--- src/rtl/dmem_arbiter.sv ---
// Data-memory arbiter: the pipeline MEM stage owns the single-port memory by default,
// and a debug/loader port steals one extra cycle per access, with a starvation guard.
module dmem_arbiter #(
  parameter int AW         = 32,
  parameter int DW         = 32,
  parameter int MAX_STARVE = 4,
  parameter int CW         = 3
) (
  input  logic          clk,
  input  logic          reset,
  input  logic          p_req,
  input  logic          p_we,
  input  logic [AW-1:0] p_addr,
  input  logic [DW-1:0] p_wdata,
  output logic [DW-1:0] p_rdata,
  output logic          pipe_hold,
  input  logic          d_req,
  input  logic          d_we,
  input  logic [AW-1:0] d_addr,
  input  logic [DW-1:0] d_wdata,
  output logic          d_gnt,
  output logic          d_rvalid,
  output logic [DW-1:0] d_rdata,
  output logic [AW-1:0] mem_a,
  output logic [DW-1:0] mem_wd,
  output logic          mem_we,
  input  logic [DW-1:0] mem_rd
);

  typedef enum logic {
    ARB     = 1'b0,
    DBG_ACC = 1'b1
  } state_t;

  localparam logic [CW-1:0] STARVE_LIM = CW'(MAX_STARVE);

  state_t        state;
  logic [CW-1:0] starve_cnt;
  logic [AW-1:0] lat_addr;
  logic [DW-1:0] lat_wdata;
  logic          lat_we;
  logic          grant;

  // The pipeline keeps its own access in a grant cycle; the debug access runs next cycle.
  always_comb begin
    grant     = d_req & (~p_req | (starve_cnt >= STARVE_LIM));
    d_gnt     = (state == ARB) & grant;
    mem_a     = p_addr;
    mem_wd    = p_wdata;
    mem_we    = p_req & p_we;
    pipe_hold = 1'b0;
    if (state == DBG_ACC) begin
      mem_a     = lat_addr;
      mem_wd    = lat_wdata;
      mem_we    = lat_we;
      pipe_hold = p_req;
    end
  end

  assign p_rdata = mem_rd;

  always_ff @(posedge clk) begin
    if (reset) begin
      state      <= ARB;
      starve_cnt <= '0;
      d_rvalid   <= 1'b0;
      d_rdata    <= '0;
      lat_addr   <= '0;
      lat_wdata  <= '0;
      lat_we     <= 1'b0;
    end else begin
      d_rvalid <= 1'b0;
      case (state)
        ARB: begin
          if (grant) begin
            lat_addr   <= d_addr;
            lat_wdata  <= d_wdata;
            lat_we     <= d_we;
            starve_cnt <= '0;
            state      <= DBG_ACC;
          end else if (d_req & p_req) begin
            if (starve_cnt != '1)
              starve_cnt <= starve_cnt + 1'b1;
          end else begin
            starve_cnt <= '0;
          end
        end
        DBG_ACC: begin
          if (!lat_we)
            d_rdata <= mem_rd;
          d_rvalid <= 1'b1;
          state    <= ARB;
        end
        default: state <= ARB;
      endcase
    end
  end

endmodule
--- config.mk ---
export PLATFORM = sky130hd
export DESIGN_NAME = dmem_arbiter
export DESIGN_NICKNAME = d
export VERILOG_FILES = /design/src/rtl/dmem_arbiter.sv
export SDC_FILE = /design/constraint.sdc
export NUM_CORES = 1
export LEC_CHECK = 0
export ABC_AREA = 0
export CORE_MARGIN = 5
export CORE_UTILIZATION = 34
export CTS_BUF_LIST = sky130_fd_sc_hd__clkbuf_4 sky130_fd_sc_hd__clkbuf_8 sky130_fd_sc_hd__clkbuf_16
export DETAILED_ROUTE_END_ITERATION = 16
export GPL_TIMING_DRIVEN = 1
export PLACE_DENSITY = 0.77
export RECOVER_POWER = 25
export SLEW_MARGIN = 20
export SYNTH_ARGS = -nofsm -noshare
export SYNTH_HDL_FRONTEND = slang
export SYNTH_SLANG_ARGS = --single-unit
--- constraint.sdc ---
create_clock -name clk -period 1.4 [get_ports clk]
set_clock_uncertainty 0.1 [all_clocks]
set_input_delay 0.21 -clock clk [delete_from_list [all_inputs] [get_ports clk]]
set_output_delay 0.21 -clock clk [all_outputs]
set_load 0.01 [all_outputs]
After elaboration in Yosys (flattened, before gate mapping)
Index checks and enable logic that the tools add are counted.
{"block": "word_totals", "elab_cells": 32, "reg_bits": 102, "input_bits": 166, "output_inout_bits": 132}
{"block": "op_classes", "addsub": 1, "mux": 10, "n_lt_le_gt_ge": 1, "bitwise": 8, "eq_ne": 2, "n_reduce_logical": 3}
{"cell": "2-to-1 mux 32 bit", "n": 2}
{"cell": "2-to-1 mux 3 bit", "n": 3}
{"cell": "AND reduction 2 bit", "n": 3}
{"cell": "AND 1 bit", "n": 4}
{"cell": "2-to-1 mux 1 bit", "n": 4}
{"cell": "adder 3 x 1 -> 3 bit (second input constant)", "n": 1}
{"cell": "greater-or-equal comparator 3 bit (second input constant)", "n": 1}
{"cell": "!= test 3 x 2 -> 1 bit (second input constant)", "n": 1}
{"cell": "!= test 3 bit (second input constant)", "n": 1}
{"cell": "inverter 1 bit", "n": 3}
{"cell": "one-hot mux 1 bit (2 select lines)", "n": 1}
{"cell": "OR 1 bit", "n": 1}

Depth between registers and ports, before layout
{"block": "depth", "word_depth": 5, "ltp_mapped": 6, "ltp_nobuf": 4}

Worst setup path before layout
Ideal clock, no wire load.
{"block": "synth_timing", "kind": "register to output", "from": "register state", "to": "output mem_wd[10]", "path_buffers": 3, "t_arrival_ns": 1.087, "path_stages_with_launch": 5, "path_slack_ns": 0.003, "path_cell_list": "dfxtp_1 > buf_4 > buf_4 > buf_6 > mux2_2"}
{"block": "synth_between", "elab_chain_len": 1}
{"element": "from (decl)", "line_no": "37", "rtl": "state_t state;"}
{"element": "from (signal assigned)", "line_no": "64", "rtl": "state <= ARB;"}
{"element": "from (signal assigned)", "line_no": "80", "rtl": "state <= DBG_ACC;"}
{"element": "from (signal assigned)", "line_no": "92", "rtl": "state <= ARB;"}
{"element": "2-to-1 mux 32 bit", "line_no": "52", "rtl": "if (state == DBG_ACC) begin"}
{"element": "to (decl)", "line_no": "25", "rtl": "output logic [DW-1:0] mem_wd,"}
No other way between the ends.

Final worst setup path
{"block": "layout_timing", "from": "register state", "to": "register starve_cnt[1]"}
{"block": "layout_between", "elab_chain_len": 2}
{"element": "inverter 1 bit (no line)"}
{"element": "AND reduction 2 bit (no line)"}
{"element": "to (signal assigned)", "line_no": "83", "rtl": "starve_cnt <= starve_cnt + 1'b1;"}
{"element": "to (decl)", "line_no": "38", "rtl": "logic [CW-1:0] starve_cnt;"}
No other way between the ends.
A chain may end at the register's enable or synchronous reset.

==> metrics.txt <==
# TYPE chip_impl_metric gauge
chip_impl_metric{name="avgSynthCellArea",unit="µm²"} 8.840
chip_impl_metric{name="place_hpwl",unit="µm"} 12560
chip_impl_metric{name="max_slew_margin",unit="%"} 70.98
chip_impl_metric{name="die_width",unit="µm"} 131.3
chip_impl_metric{name="gr-usage-met1",unit="%"} 27.38
chip_impl_metric{name="cells_after_synth",unit=""} 566
chip_impl_info{name="timing.critical_path.to_type",value="flip-flop"} 1
chip_impl_metric{name="post-route-cell-area",unit="µm²"} 10150
chip_impl_metric{name="cts_htree_levels",unit=""} 3
chip_impl_metric{name="worstSkewPairLatency",unit="ps"} 340
chip_impl_info{name="clock-root-buffer",value="sky130_fd_sc_hd__clkbuf_16"} 1
chip_impl_info{name="setup.worst_path.start_class",value="flip-flop"} 1
chip_impl_metric{name="crit_path_max_fanout",unit=""} 5
chip_impl_metric{name="share_of_final_layout_standard_cells_stronger_than_drive_strength_1",unit="%"} 44.86
chip_impl_metric{name="max_slew.worst_pin.slew",unit="ps"} 435.4
chip_impl_info{name="crit_path_top_delay_cell",value="sky130_fd_sc_hd__dfxtp_4"} 1
chip_impl_metric{name="cpPeakStageDelay",unit="ps"} 380
chip_impl_metric{name="irDropWorstVdd",unit="mV"} 0.5963
chip_impl_metric{name="timing.final.setup_violations",unit=""} 152
chip_impl_info{name="gr-max-usage-layer",value="met2"} 1
chip_impl_metric{name="number_of_buffer_cells_added_on_primary_ports",unit=""} 297
chip_impl_metric{name="gr-usage-all-layers",unit="%"} 22.11
chip_impl_metric{name="final_min_period_over_clock_period",unit="%"} 126.9
chip_impl_metric{name="layout.core_utilization",unit="%"} 70.08
chip_impl_metric{name="yosysWarnings",unit=""} 0
chip_impl_metric{name="postSynthNetCount",unit=""} 734
chip_impl_metric{name="synth_area",unit="µm²"} 5004
chip_impl_metric{name="cts.clk_slew.worst_paths",unit="ps"} 70
chip_impl_metric{name="worst_slack",unit="ps"} -377.2
chip_impl_metric{name="vias",unit=""} 5539
chip_impl_metric{name="antenna_violating_nets_post_route",unit=""} 0
chip_impl_metric{name="coreArea",unit="µm²"} 14480
chip_impl_metric{name="drt_drc_violations_left",unit=""} 0
chip_impl_metric{name="wl_per_cell",unit="µm"} 20.75
chip_impl_metric{name="vias_per_cell",unit=""} 5.221
chip_impl_metric{name="chipHeight",unit="µm"} 131.3
chip_impl_metric{name="synthToLayoutAreaGrowth",unit="%"} 102.8
chip_impl_metric{name="setup_total_negative_slack",unit="ps"} -42970
chip_impl_metric{name="grt_use_met2",unit="%"} 38.54
chip_impl_metric{name="finalMaxSlewViolations",unit=""} 0
chip_impl_metric{name="sinks_on_the_clock_net",unit=""} 102
chip_impl_metric{name="hold_viol",unit=""} 0
chip_impl_metric{name="via_count_of_the_first_global_routing_pass",unit=""} 5302
chip_impl_metric{name="synth_seq_area_share",unit="%"} 40.81
chip_impl_metric{name="worst_ep_arrival_time",unit="ps"} 1940
chip_impl_metric{name="cap_viol_max_count",unit=""} 0
chip_impl_metric{name="power_per_cell_area",unit="nW/µm²"} 786.4
chip_impl_metric{name="place_congestion",unit=""} 0.7701
chip_impl_metric{name="p_leak",unit="nW"} 4.079
chip_impl_metric{name="dieArea",unit="µm²"} 17240
chip_impl_info{name="result_of_the_run",value="finished, violations left"} 1
chip_impl_metric{name="drt_first_pass_iters",unit=""} 4
chip_impl_info{name="list_of_cells_traversed_by_the_critical_path",value="buf_6, buf_16, nand2b_4, buf_12, buf_12, buf_6, nor4_4, o2bb2ai_1"} 1
chip_impl_metric{name="layout_min_cycle_time",unit="ps"} 1777
chip_impl_metric{name="num_io_pins",unit=""} 298
chip_impl_metric{name="cp_data_required_time",unit="ps"} 1560
chip_impl_metric{name="fin_nets",unit=""} 1040
chip_impl_info{name="tritoncts",value="yes"} 1
chip_impl_metric{name="grt_remaining_overflow",unit=""} 0
chip_impl_info{name="grt_setup_unrepaired",value="true"} 1
chip_impl_metric{name="largest_net_degree_at_the_start_of_global_routing",unit=""} 46
chip_impl_metric{name="synth_cell_type_count",unit=""} 30
chip_impl_metric{name="cts-root-to-sink-buffers",unit=""} 2
chip_impl_info{name="hold_class",value="primary input to flip-flop"} 1
chip_impl_info{name="worstSetupPathType",value="flip-flop to flip-flop"} 1
chip_impl_metric{name="post_detailed_routing_wire_length",unit="µm"} 22020
chip_impl_metric{name="cts_made_buffers",unit=""} 9
chip_impl_metric{name="power_after_layout",unit="mW"} 7.979
chip_impl_metric{name="postSynthRegisterBits",unit=""} 102
chip_impl_metric{name="std_cell_rows",unit=""} 44
chip_impl_metric{name="grt_antenna_before_repair",unit=""} 1
chip_impl_metric{name="top_achievable_clock_speed",unit="GHz"} 0.5627
chip_impl_info{name="violated_checks",value="negative setup slack"} 1
chip_impl_metric{name="grt_pass1_wl",unit="µm"} 30750
chip_impl_metric{name="floorplan.initialDensity",unit="%"} 34.56
chip_impl_metric{name="detailed_place.area",unit="µm²"} 7996
chip_impl_metric{name="drt_iter0_markers",unit=""} 223
chip_impl_metric{name="global_route.usage.met3",unit="%"} 5.084
## Yosys cell counts
cell type / count / area share [%]
sky130_fd_sc_hd__nand2b_4: 1 / 0.28
sky130_fd_sc_hd__nand2_1: 66 / 5.0
sky130_fd_sc_hd__buf_2: 19 / 1.9
sky130_fd_sc_hd__a22o_1: 1 / 0.18
sky130_fd_sc_hd__and2b_4: 1 / 0.20
sky130_fd_sc_hd__clkbuf_4: 1 / 0.15
sky130_fd_sc_hd__nor2_1: 1 / 0.075
sky130_fd_sc_hd__nand3_1: 65 / 6.5
sky130_fd_sc_hd__a31oi_1: 1 / 0.13
sky130_fd_sc_hd__o21ai_1: 33 / 3.3
sky130_fd_sc_hd__nor4_4: 1 / 0.43
sky130_fd_sc_hd__mux2_2: 64 / 14
sky130_fd_sc_hd__a21oi_1: 87 / 8.7
sky130_fd_sc_hd__a21oi_2: 10 / 1.8
sky130_fd_sc_hd__nand2b_2: 1 / 0.18
sky130_fd_sc_hd__clkbuf_2: 6 / 0.60
sky130_fd_sc_hd__buf_6: 13 / 2.9
sky130_fd_sc_hd__inv_1: 1 / 0.075
sky130_fd_sc_hd__nor2b_1: 2 / 0.25
sky130_fd_sc_hd__nor2b_4: 1 / 0.28
sky130_fd_sc_hd__and2_1: 1 / 0.13
sky130_fd_sc_hd__ha_1: 2 / 0.50
sky130_fd_sc_hd__o2bb2ai_1: 2 / 0.35
sky130_fd_sc_hd__o21ai_2: 10 / 1.8
sky130_fd_sc_hd__nand2b_1: 3 / 0.38
sky130_fd_sc_hd__dfxtp_1: 102 / 41
sky130_fd_sc_hd__nor3_1: 1 / 0.10
sky130_fd_sc_hd__clkbuf_1: 8 / 0.60
sky130_fd_sc_hd__o21ai_0: 23 / 2.3
sky130_fd_sc_hd__buf_4: 39 / 5.9
## metrics by stage
step	std cells	hold WS [ps]	setup slack (ps)
after floorplan	566	193.3	3.134
after global placement	996	341.3	-524.7
after detailed placement	996	345.5	-542.4
after CTS	1051	130.5	-480.4
after global routing	1061	153.7	-434.3
final	1061	153.1	-377.2
## where the power goes
group          leakage [nW]  internal, mW  total (mW)  switching (mW)
clock network         0.141          1.37        2.46            1.09
logic                  3.11          1.43        2.41           0.977
registers             0.832          3.02        3.11          0.0918
total                  4.08          5.82        7.98            2.16
## cells by family after synthesis
kind of cell / share of synthesized area [%]
flops: 40.81
buf+inv: 12.10
compound gates: 18.45
fa+ha+maj: 0.5000
simple gates: 13.73
mux: 14.40
## worst max-delay path: cells and delay by family, from the launching register on
| family | cells | cell delay (ps) |
|---|---|---|
| DFF | 1 | 380 |
| buffers and inverters | 5 | 660 |
| and+or+nand+nor | 2 | 360 |
| AOI/OAI and AO/OA | 1 | 180 |
## cells in the final DEF (no fill, tap or decap), drive strengths merged
master / Yosys / final
a22o: 1 / 1
o2bb2ai: 2 / 2
nand2: 66 / 66
a21oi: 97 / 97
diode: 0 / 1
dlygate4sd2: 0 / 65
clkinv: 0 / 1
buf: 71 / 146
a31oi: 1 / 1
o21ai: 66 / 66
mux2: 64 / 64
ha: 2 / 2
nand3: 65 / 65
nand2b: 5 / 5
dfxtp: 102 / 102
clkbuf: 15 / 19
nor3: 1 / 1
and2: 1 / 1
and2b: 1 / 1
nor2: 1 / 1
clkdlybuf4s50: 0 / 164
nor4: 1 / 1
inv: 1 / 1
clkinvlp: 0 / 1
nor2b: 3 / 3
## final timing paths
| path | slack (ps) | cells past startpoint | startpoint | endpoint |
|---|---|---|---|---|
| worst max-delay path | -380 | 8 | state$_SDFF_PP0_ | starve_cnt[1]$_SDFFE_PP0P_ |
| worst max register to register | -380 | 8 | state$_SDFF_PP0_ | starve_cnt[1]$_SDFFE_PP0P_ |
| worst min register to register | 350 | 2 | d_rdata[28]$_SDFFE_PP0P_ | d_rdata[28]$_SDFFE_PP0P_ |
| worst min-delay path | 150 | 2 | reset | lat_wdata[4]$_SDFFE_PP0P_ |
## state kept, by name, indices dropped and copies added, names as in the netlist
signal,count
lat_addr,32
state,1
lat_wdata,32
starve_cnt,3
d_rvalid,1
d_rdata,32
lat_we,1
## final cells by class
type                            count  area, µm²
Fill cell                        1039       4332
Antenna cell                        1      2.502
Inverter                            1      3.754
Timing Repair Buffer              381       4338
Sequential cell                   102       2046
Clock buffer                       13      274.0
Multi-Input combinational cell    377       3237
Tap cell                          184      230.2
Clock inverter                      2      16.27
## routing by layer
layer | vias up | part of all wire, %
li1 | 2578 | -
met1 | 2692 | 40
met2 | 245 | 52
met3 | 24 | 6.5
met4 | 0 | 1.7
met5 | - | 0
## timing repair
| action | 4_1_cts | 5_1_grt |
|---|---|---|
| resized for setup | 546 | 156 |
| endpoints found under the setup margin | 200 | 164 |
| gates cloned | 19 | 7 |
| hold buffers | 0 | 0 |
| buffers inserted | 21 | 11 |
| pin swaps | 41 | 68 |
Note: power is estimated with default switching activity, not from simulation.
